`src/rtl/cpu_eu_pkg.sv`:
```
// Shared definitions for the sequenced execution unit: opcode values,
// FSM state encoding and instruction field extraction.
package cpu_eu_pkg;

    // Widest instruction word the field extractor handles
    localparam int MAX_W = 64;

    localparam logic [3:0] OP_NOP = 4'h0;
    localparam logic [3:0] OP_MOV = 4'h1;
    localparam logic [3:0] OP_ADD = 4'h2;
    localparam logic [3:0] OP_SUB = 4'h3;
    localparam logic [3:0] OP_AND = 4'h4;
    localparam logic [3:0] OP_OR  = 4'h5;
    localparam logic [3:0] OP_XOR = 4'h6;
    localparam logic [3:0] OP_NOT = 4'h7;
    localparam logic [3:0] OP_INC = 4'h8;
    localparam logic [3:0] OP_DEC = 4'h9;
    localparam logic [3:0] OP_SHL = 4'hA;
    localparam logic [3:0] OP_SHR = 4'hB;
    localparam logic [3:0] OP_LD  = 4'hC;
    localparam logic [3:0] OP_ST  = 4'hD;
    localparam logic [3:0] OP_JZ  = 4'hE;
    localparam logic [3:0] OP_HLT = 4'hF;

    typedef enum logic [1:0] {
        ST_FETCH = 2'd0,
        ST_EXEC  = 2'd1,
        ST_MEM   = 2'd2,
        ST_HALT  = 2'd3
    } eu_state_t;

    // Extract 'width' bits starting at bit 'lsb' of an instruction word
    function automatic logic [MAX_W-1:0] f_field(input logic [MAX_W-1:0] word,
                                                 input int lsb,
                                                 input int width);
        logic [MAX_W-1:0] mask_v;
        mask_v = {MAX_W{1'b1}} >> (MAX_W - width);
        return (word >> lsb) & mask_v;
    endfunction

endpackage

```
`src/rtl/eu_alu.sv`:
```
// Combinational ALU: computes the result and C/N/Z for opcodes MOV..SHR.
// C is carry-out for ADD/INC, borrow for SUB/DEC, the shifted-out bit for
// shifts and zero for the logic ops and MOV.
module eu_alu
    import cpu_eu_pkg::*;
#(
    parameter int DATA_W = 16
) (
    input  logic [3:0]        op,
    input  logic [DATA_W-1:0] a,
    input  logic [DATA_W-1:0] b,
    output logic [DATA_W-1:0] result,
    output logic              c,
    output logic              n,
    output logic              z
);

    logic [DATA_W:0] ext_s;
    logic            carry_s;

    // Compute the extended result; the extra top bit holds carry/borrow/shift-out
    always_comb begin
        ext_s   = {(DATA_W+1){1'b0}};
        carry_s = 1'b0;
        case (op)
            OP_MOV: ext_s = {1'b0, b};
            OP_ADD: begin
                ext_s   = {1'b0, a} + {1'b0, b};
                carry_s = ext_s[DATA_W];
            end
            OP_SUB: begin
                ext_s   = {1'b0, a} - {1'b0, b};
                carry_s = ext_s[DATA_W];
            end
            OP_AND: ext_s = {1'b0, a & b};
            OP_OR:  ext_s = {1'b0, a | b};
            OP_XOR: ext_s = {1'b0, a ^ b};
            OP_NOT: ext_s = {1'b0, ~b};
            OP_INC: begin
                ext_s   = {1'b0, b} + {{DATA_W{1'b0}}, 1'b1};
                carry_s = ext_s[DATA_W];
            end
            OP_DEC: begin
                ext_s   = {1'b0, b} - {{DATA_W{1'b0}}, 1'b1};
                carry_s = ext_s[DATA_W];
            end
            OP_SHL: begin
                ext_s   = {b, 1'b0};
                carry_s = b[DATA_W-1];
            end
            OP_SHR: begin
                ext_s   = {2'b00, b[DATA_W-1:1]};
                carry_s = b[0];
            end
            default: begin
                ext_s   = {(DATA_W+1){1'b0}};
                carry_s = 1'b0;
            end
        endcase
        result = ext_s[DATA_W-1:0];
        c      = carry_s;
        n      = ext_s[DATA_W-1];
        z      = (ext_s[DATA_W-1:0] == {DATA_W{1'b0}});
    end

endmodule

```
`src/rtl/cpu_eu_seq.sv`:
```
// Self-sequencing execution unit: PC, IR, register file and flags driven by
// a FETCH/EXEC/MEM/HALT state machine talking to memory over req/ack.
module cpu_eu_seq
    import cpu_eu_pkg::*;
#(
    parameter int                DATA_W   = 16,
    parameter int                NREGS    = 8,
    parameter logic [DATA_W-1:0] RESET_PC = {DATA_W{1'b0}}
) (
    input  logic              clk,
    input  logic              reset,
    input  logic              run,
    output logic              mem_req,
    output logic              mem_we,
    output logic [DATA_W-1:0] mem_addr,
    output logic [DATA_W-1:0] mem_wdata,
    input  logic [DATA_W-1:0] mem_rdata,
    input  logic              mem_ack,
    output logic [DATA_W-1:0] pc,
    output logic [DATA_W-1:0] ir,
    output logic              c_flag,
    output logic              n_flag,
    output logic              z_flag,
    output logic              halted
);

    localparam int RA_W = $clog2(NREGS);

    if (DATA_W < 4 + 3*RA_W) begin : g_width_check
        $error("cpu_eu_seq: DATA_W too narrow for opcode plus three register fields");
    end
    if ((1 << RA_W) != NREGS) begin : g_nregs_check
        $error("cpu_eu_seq: NREGS must be a power of two");
    end

    eu_state_t         state_r;
    logic [DATA_W-1:0] pc_r;
    logic [DATA_W-1:0] ir_r;
    logic              c_r;
    logic              n_r;
    logic              z_r;
    logic              halted_r;
    logic [DATA_W-1:0] regs_r [NREGS];

    logic [3:0]        op_s;
    logic [RA_W-1:0]   d_s;
    logic [RA_W-1:0]   r_s;
    logic [RA_W-1:0]   s_s;
    logic [DATA_W-1:0] alu_res_s;
    logic              alu_c_s;
    logic              alu_n_s;
    logic              alu_z_s;

    assign op_s = 4'(f_field(MAX_W'(ir_r), DATA_W - 4, 4));
    assign d_s  = RA_W'(f_field(MAX_W'(ir_r), 2*RA_W, RA_W));
    assign r_s  = RA_W'(f_field(MAX_W'(ir_r), RA_W, RA_W));
    assign s_s  = RA_W'(f_field(MAX_W'(ir_r), 0, RA_W));

    eu_alu #(
        .DATA_W (DATA_W)
    ) u_alu (
        .op     (op_s),
        .a      (regs_r[r_s]),
        .b      (regs_r[s_s]),
        .result (alu_res_s),
        .c      (alu_c_s),
        .n      (alu_n_s),
        .z      (alu_z_s)
    );

    // Sequencer: state, PC, IR, flags, halt indication and register write-back
    always_ff @(posedge clk) begin
        if (!reset) begin
            state_r  <= ST_FETCH;
            pc_r     <= RESET_PC;
            ir_r     <= {DATA_W{1'b0}};
            c_r      <= 1'b0;
            n_r      <= 1'b0;
            z_r      <= 1'b0;
            halted_r <= 1'b0;
            for (int i = 0; i < NREGS; i++) begin
                regs_r[i] <= {DATA_W{1'b0}};
            end
        end else begin
            case (state_r)
                ST_FETCH: begin
                    if (run && mem_ack) begin
                        ir_r    <= mem_rdata;
                        pc_r    <= pc_r + DATA_W'(1);
                        state_r <= ST_EXEC;
                    end
                end
                ST_EXEC: begin
                    case (op_s)
                        OP_NOP: state_r <= ST_FETCH;
                        OP_LD, OP_ST: state_r <= ST_MEM;
                        OP_JZ: begin
                            if (z_r) begin
                                pc_r <= regs_r[r_s];
                            end
                            state_r <= ST_FETCH;
                        end
                        OP_HLT: begin
                            halted_r <= 1'b1;
                            state_r  <= ST_HALT;
                        end
                        default: begin
                            regs_r[d_s] <= alu_res_s;
                            c_r         <= alu_c_s;
                            n_r         <= alu_n_s;
                            z_r         <= alu_z_s;
                            state_r     <= ST_FETCH;
                        end
                    endcase
                end
                ST_MEM: begin
                    if (mem_ack) begin
                        if (op_s == OP_LD) begin
                            regs_r[d_s] <= mem_rdata;
                        end
                        state_r <= ST_FETCH;
                    end
                end
                ST_HALT: state_r <= ST_HALT;
                default: state_r <= ST_FETCH;
            endcase
        end
    end

    // Memory strobes decode the registered state so a zero-wait ack completes this cycle
    always_comb begin
        mem_req   = 1'b0;
        mem_we    = 1'b0;
        mem_addr  = pc_r;
        mem_wdata = regs_r[s_s];
        if (!reset) begin
            mem_req = 1'b0;
        end else begin
            case (state_r)
                ST_FETCH: begin
                    mem_req  = run;
                    mem_addr = pc_r;
                end
                ST_MEM: begin
                    mem_req  = 1'b1;
                    mem_we   = (op_s == OP_ST);
                    mem_addr = regs_r[r_s];
                end
                default: mem_req = 1'b0;
            endcase
        end
    end

    assign pc     = pc_r;
    assign ir     = ir_r;
    assign c_flag = c_r;
    assign n_flag = n_r;
    assign z_flag = z_r;
    assign halted = halted_r;

endmodule

```
`config.mk`:
```
export PLATFORM = sky130hd
export DESIGN_NAME = cpu_eu_seq
export DESIGN_NICKNAME = d
export VERILOG_FILES = /design/src/rtl/cpu_eu_pkg.sv /design/src/rtl/eu_alu.sv /design/src/rtl/cpu_eu_seq.sv
export SDC_FILE = /design/constraint.sdc
export NUM_CORES = 1
export LEC_CHECK = 0
export ABC_AREA = 1
export CAP_MARGIN = 20
export CELL_PAD_IN_SITES_DETAIL_PLACEMENT = 1
export CELL_PAD_IN_SITES_GLOBAL_PLACEMENT = 2
export CORE_MARGIN = 8
export CORE_UTILIZATION = 35
export DETAILED_ROUTE_END_ITERATION = 10
export PLACE_DENSITY_LB_ADDON = 0.25
export SYNTH_ARGS = -nofsm -noshare
export SYNTH_HDL_FRONTEND = slang
export SYNTH_SLANG_ARGS = --single-unit
```
`constraint.sdc`:
```
create_clock -name clk -period 11.7 [get_ports clk]
set_clock_uncertainty 0.15 [all_clocks]
set_input_delay 2.34 -clock clk [delete_from_list [all_inputs] [get_ports clk]]
set_output_delay 2.34 -clock clk [all_outputs]
set_load 0.02 [all_outputs]
```
==> results_dict.tcl <==
set metrics [dict create \
    outcome "finished, final reports clean" \
    top_layer "met4" \
    diodes 0 \
    wl_met1_um 28500 \
    start_util 0.353 \
    fmax_mhz 142 \
    finalWirelength_um 59300 \
    hold_viol_final 0 \
    first_pass_iters 5 \
    reg2reg_depth 20 \
    ys_ff_latch 172 \
    grt_pass1_vias 14600 \
    gp_congestion 0.897 \
    cp-end-kind "output pin" \
    placementRows 73 \
    dp_hpwl_um 45000 \
    avgRoutedWirePerCell_um 22.1 \
    peakVddDrop_mv 0.0759 \
    max_slew_margin 0.280 \
    cts_tree "yes" \
    clk_pin_slew_worst_paths_ns 0.07 \
    route.met3.wl_um 2970 \
    worst_pin_slew_ns 1.07 \
    avgSynthCellArea_um2 6.61 \
    synth_cell_type_count 51 \
    crit_type "in -> out" \
    period_minus_slack_ns 7.05 \
    yosysWarnings 0 \
    numPortBuffers 89 \
    grt_overflow 0 \
    ant_nets 0 \
    synth_ff_type "edfxtp_1" \
    vias_per_cell 5.39 \
    dieHeight_um 215 \
    cts_hold_buffers 0 \
    numCtsBuffers 17 \
    synthesis.nets 2183 \
    die_x_um 215 \
    cts_root_buffer "clkbuf_16" \
    min_from "halted" \
    finalMaxSlewViolations 0 \
    hold-path-endpoint "halted" \
    min_path_type "reg -> reg" \
    core_mm2 0.0395 \
    area_growth_syn_to_layout_pct 13.0 \
    grt_use_total 0.250 \
    vias 14500 \
    timing.final.crit_share 0.603 \
    p_leak_nw 7.07 \
    antenna_found_initial 0 \
    cts_htree_levels 4 \
    synth_seq_area_share 0.340 \
    cts_resized 0 \
    io_pins 90 \
    grt_pass1_wl_um 90200 \
    synth-edff-count 128 \
    worst_ep_arrival_time_ns 4.56 \
    cts.sinks 172 \
    drt_iter0_drc 1186 \
    maxCapViolCount 0 \
    wl_met2_um 26700 \
    synth_cells 2105 \
    grt_max_degree 70 \
    ys_async_sr_fraction 0 \
    crit_required_ns 9.21 \
    power.density_mw_per_mm2 132 \
    cts_setup_buffers 0 \
    setup.worst_path.start_class "input pin" \
    setup_tns_ns 0 \
    rrSetupSlack_ns 5.39 \
    timing.hold.worst_path_depth 2 \
    crit_fanout 32 \
    die_area_mm2 0.0464 \
    reg2reg_to "regs_r[7][13]" \
    finalSetupViolCount 0 \
    fin_nets 2223 \
    drive_gt1_frac 0.0649 \
    fin_util 0.398 \
    rsz0062_at_grt "false" \
    final_common_cell "nand2_1" \
    layout_common_cells "nand2_1 (550), inv_1 (285), nor2_1 (260)" \
    route.detailed.drc 0 \
    clk_latency_ns 0.46 \
    syn-cell-area_mm2 0.0139 \
    cts_buffer_depth 2 \
]
-- metrics by stage --
step	worst slack, ns	area [um^2]	cells	power (mW)	hold slack (ns)
floorplan	6.00	13900	2105	1.21	0.376
global placement	4.37	15100	2650	1.50	0.298
detailed placement	4.29	15100	2650	1.51	0.300
CTS	4.26	15700	2681	2.06	0.317
global route	4.55	15700	2682	2.17	0.335
finish	4.65	15700	2682	2.07	0.309
-- synth_stat cells, drive strengths merged, types with 7 or more instances --
master  count  area share
ha         56       0.050
nor3       12      0.0043
nor2      282       0.084
xor2        7      0.0044
o21ai     180       0.065
nand3     213       0.081
clkbuf     37       0.010
inv       306       0.083
nand4      19      0.0085
nand2     572        0.16
a21oi     140       0.052
dfxtp      44       0.063
buf        49       0.022
edfxtp    128        0.28
o22ai      13      0.0058
-- area by class of cell --
type | instances | area (um^2)
fill | 5120 | 23700
sequential | 172 | 4730
tap | 525 | 657
timing repair buffer | 107 | 1050
inverter | 311 | 1170
clock buffer | 18 | 429
clock inverter | 13 | 124
multi-input combinational | 1536 | 7570
-- routing by layer --
| layer | vias up | global-route usage |
|---|---|---|
| li1 | 6877 | - |
| met1 | 7116 | 0.354 |
| met2 | 398 | 0.401 |
| met3 | 65 | 0.0323 |
| met4 | 0 | 0.0599 |
| met5 | - | 0 |
-- state kept, by name (all words and copies together) (netlist names), named ones only --
name,count
z_flag,1
state_r,2
pc,16
regs_r,128
ir,16
c_flag,1
halted,1
n_flag,1
-- worst max path at each step --
stage | start | to | slack, ns
after detailed placement | reset | mem_addr[12] | 4.29
after floorplan | reset | mem_addr[13] | 6.00
after CTS | reset | mem_addr[12] | 4.26
final | reset | mem_addr[12] | 4.65
after global routing | reset | mem_addr[5] | 4.55
after global placement | reset | mem_addr[11] | 4.37
-- worst max-delay path, stage by stage --
cell             delay [ns]
clkdlybuf4s50_1        0.45
buf_4                  0.32
nand2_1                0.30
buf_16                 0.25
o21ai_0                0.22
clkdlybuf4s50_1        0.65
-- kinds of logic (layout without fill, tap and decap cells) --
logic type / count (synthesis) / in the layout / synth area share
and+or+nand+nor: 1102 / 1102 / 0.341
buffers and inverters: 397 / 449 / 0.116
DFF: 172 / 172 / 0.340
xor gates and xnor gates: 9 / 9 / 0.00567
adders and majority gates: 58 / 58 / 0.0533
AOI/OAI and AO/OA: 367 / 367 / 0.145
-- where the power goes --
part	internal, mW	switching (mW)
Clock	0.280	0.280
Combinational	0.212	0.601
Sequential	0.678	0.0190
Total	1.17	0.900
(Power assumes the default switching activity.)
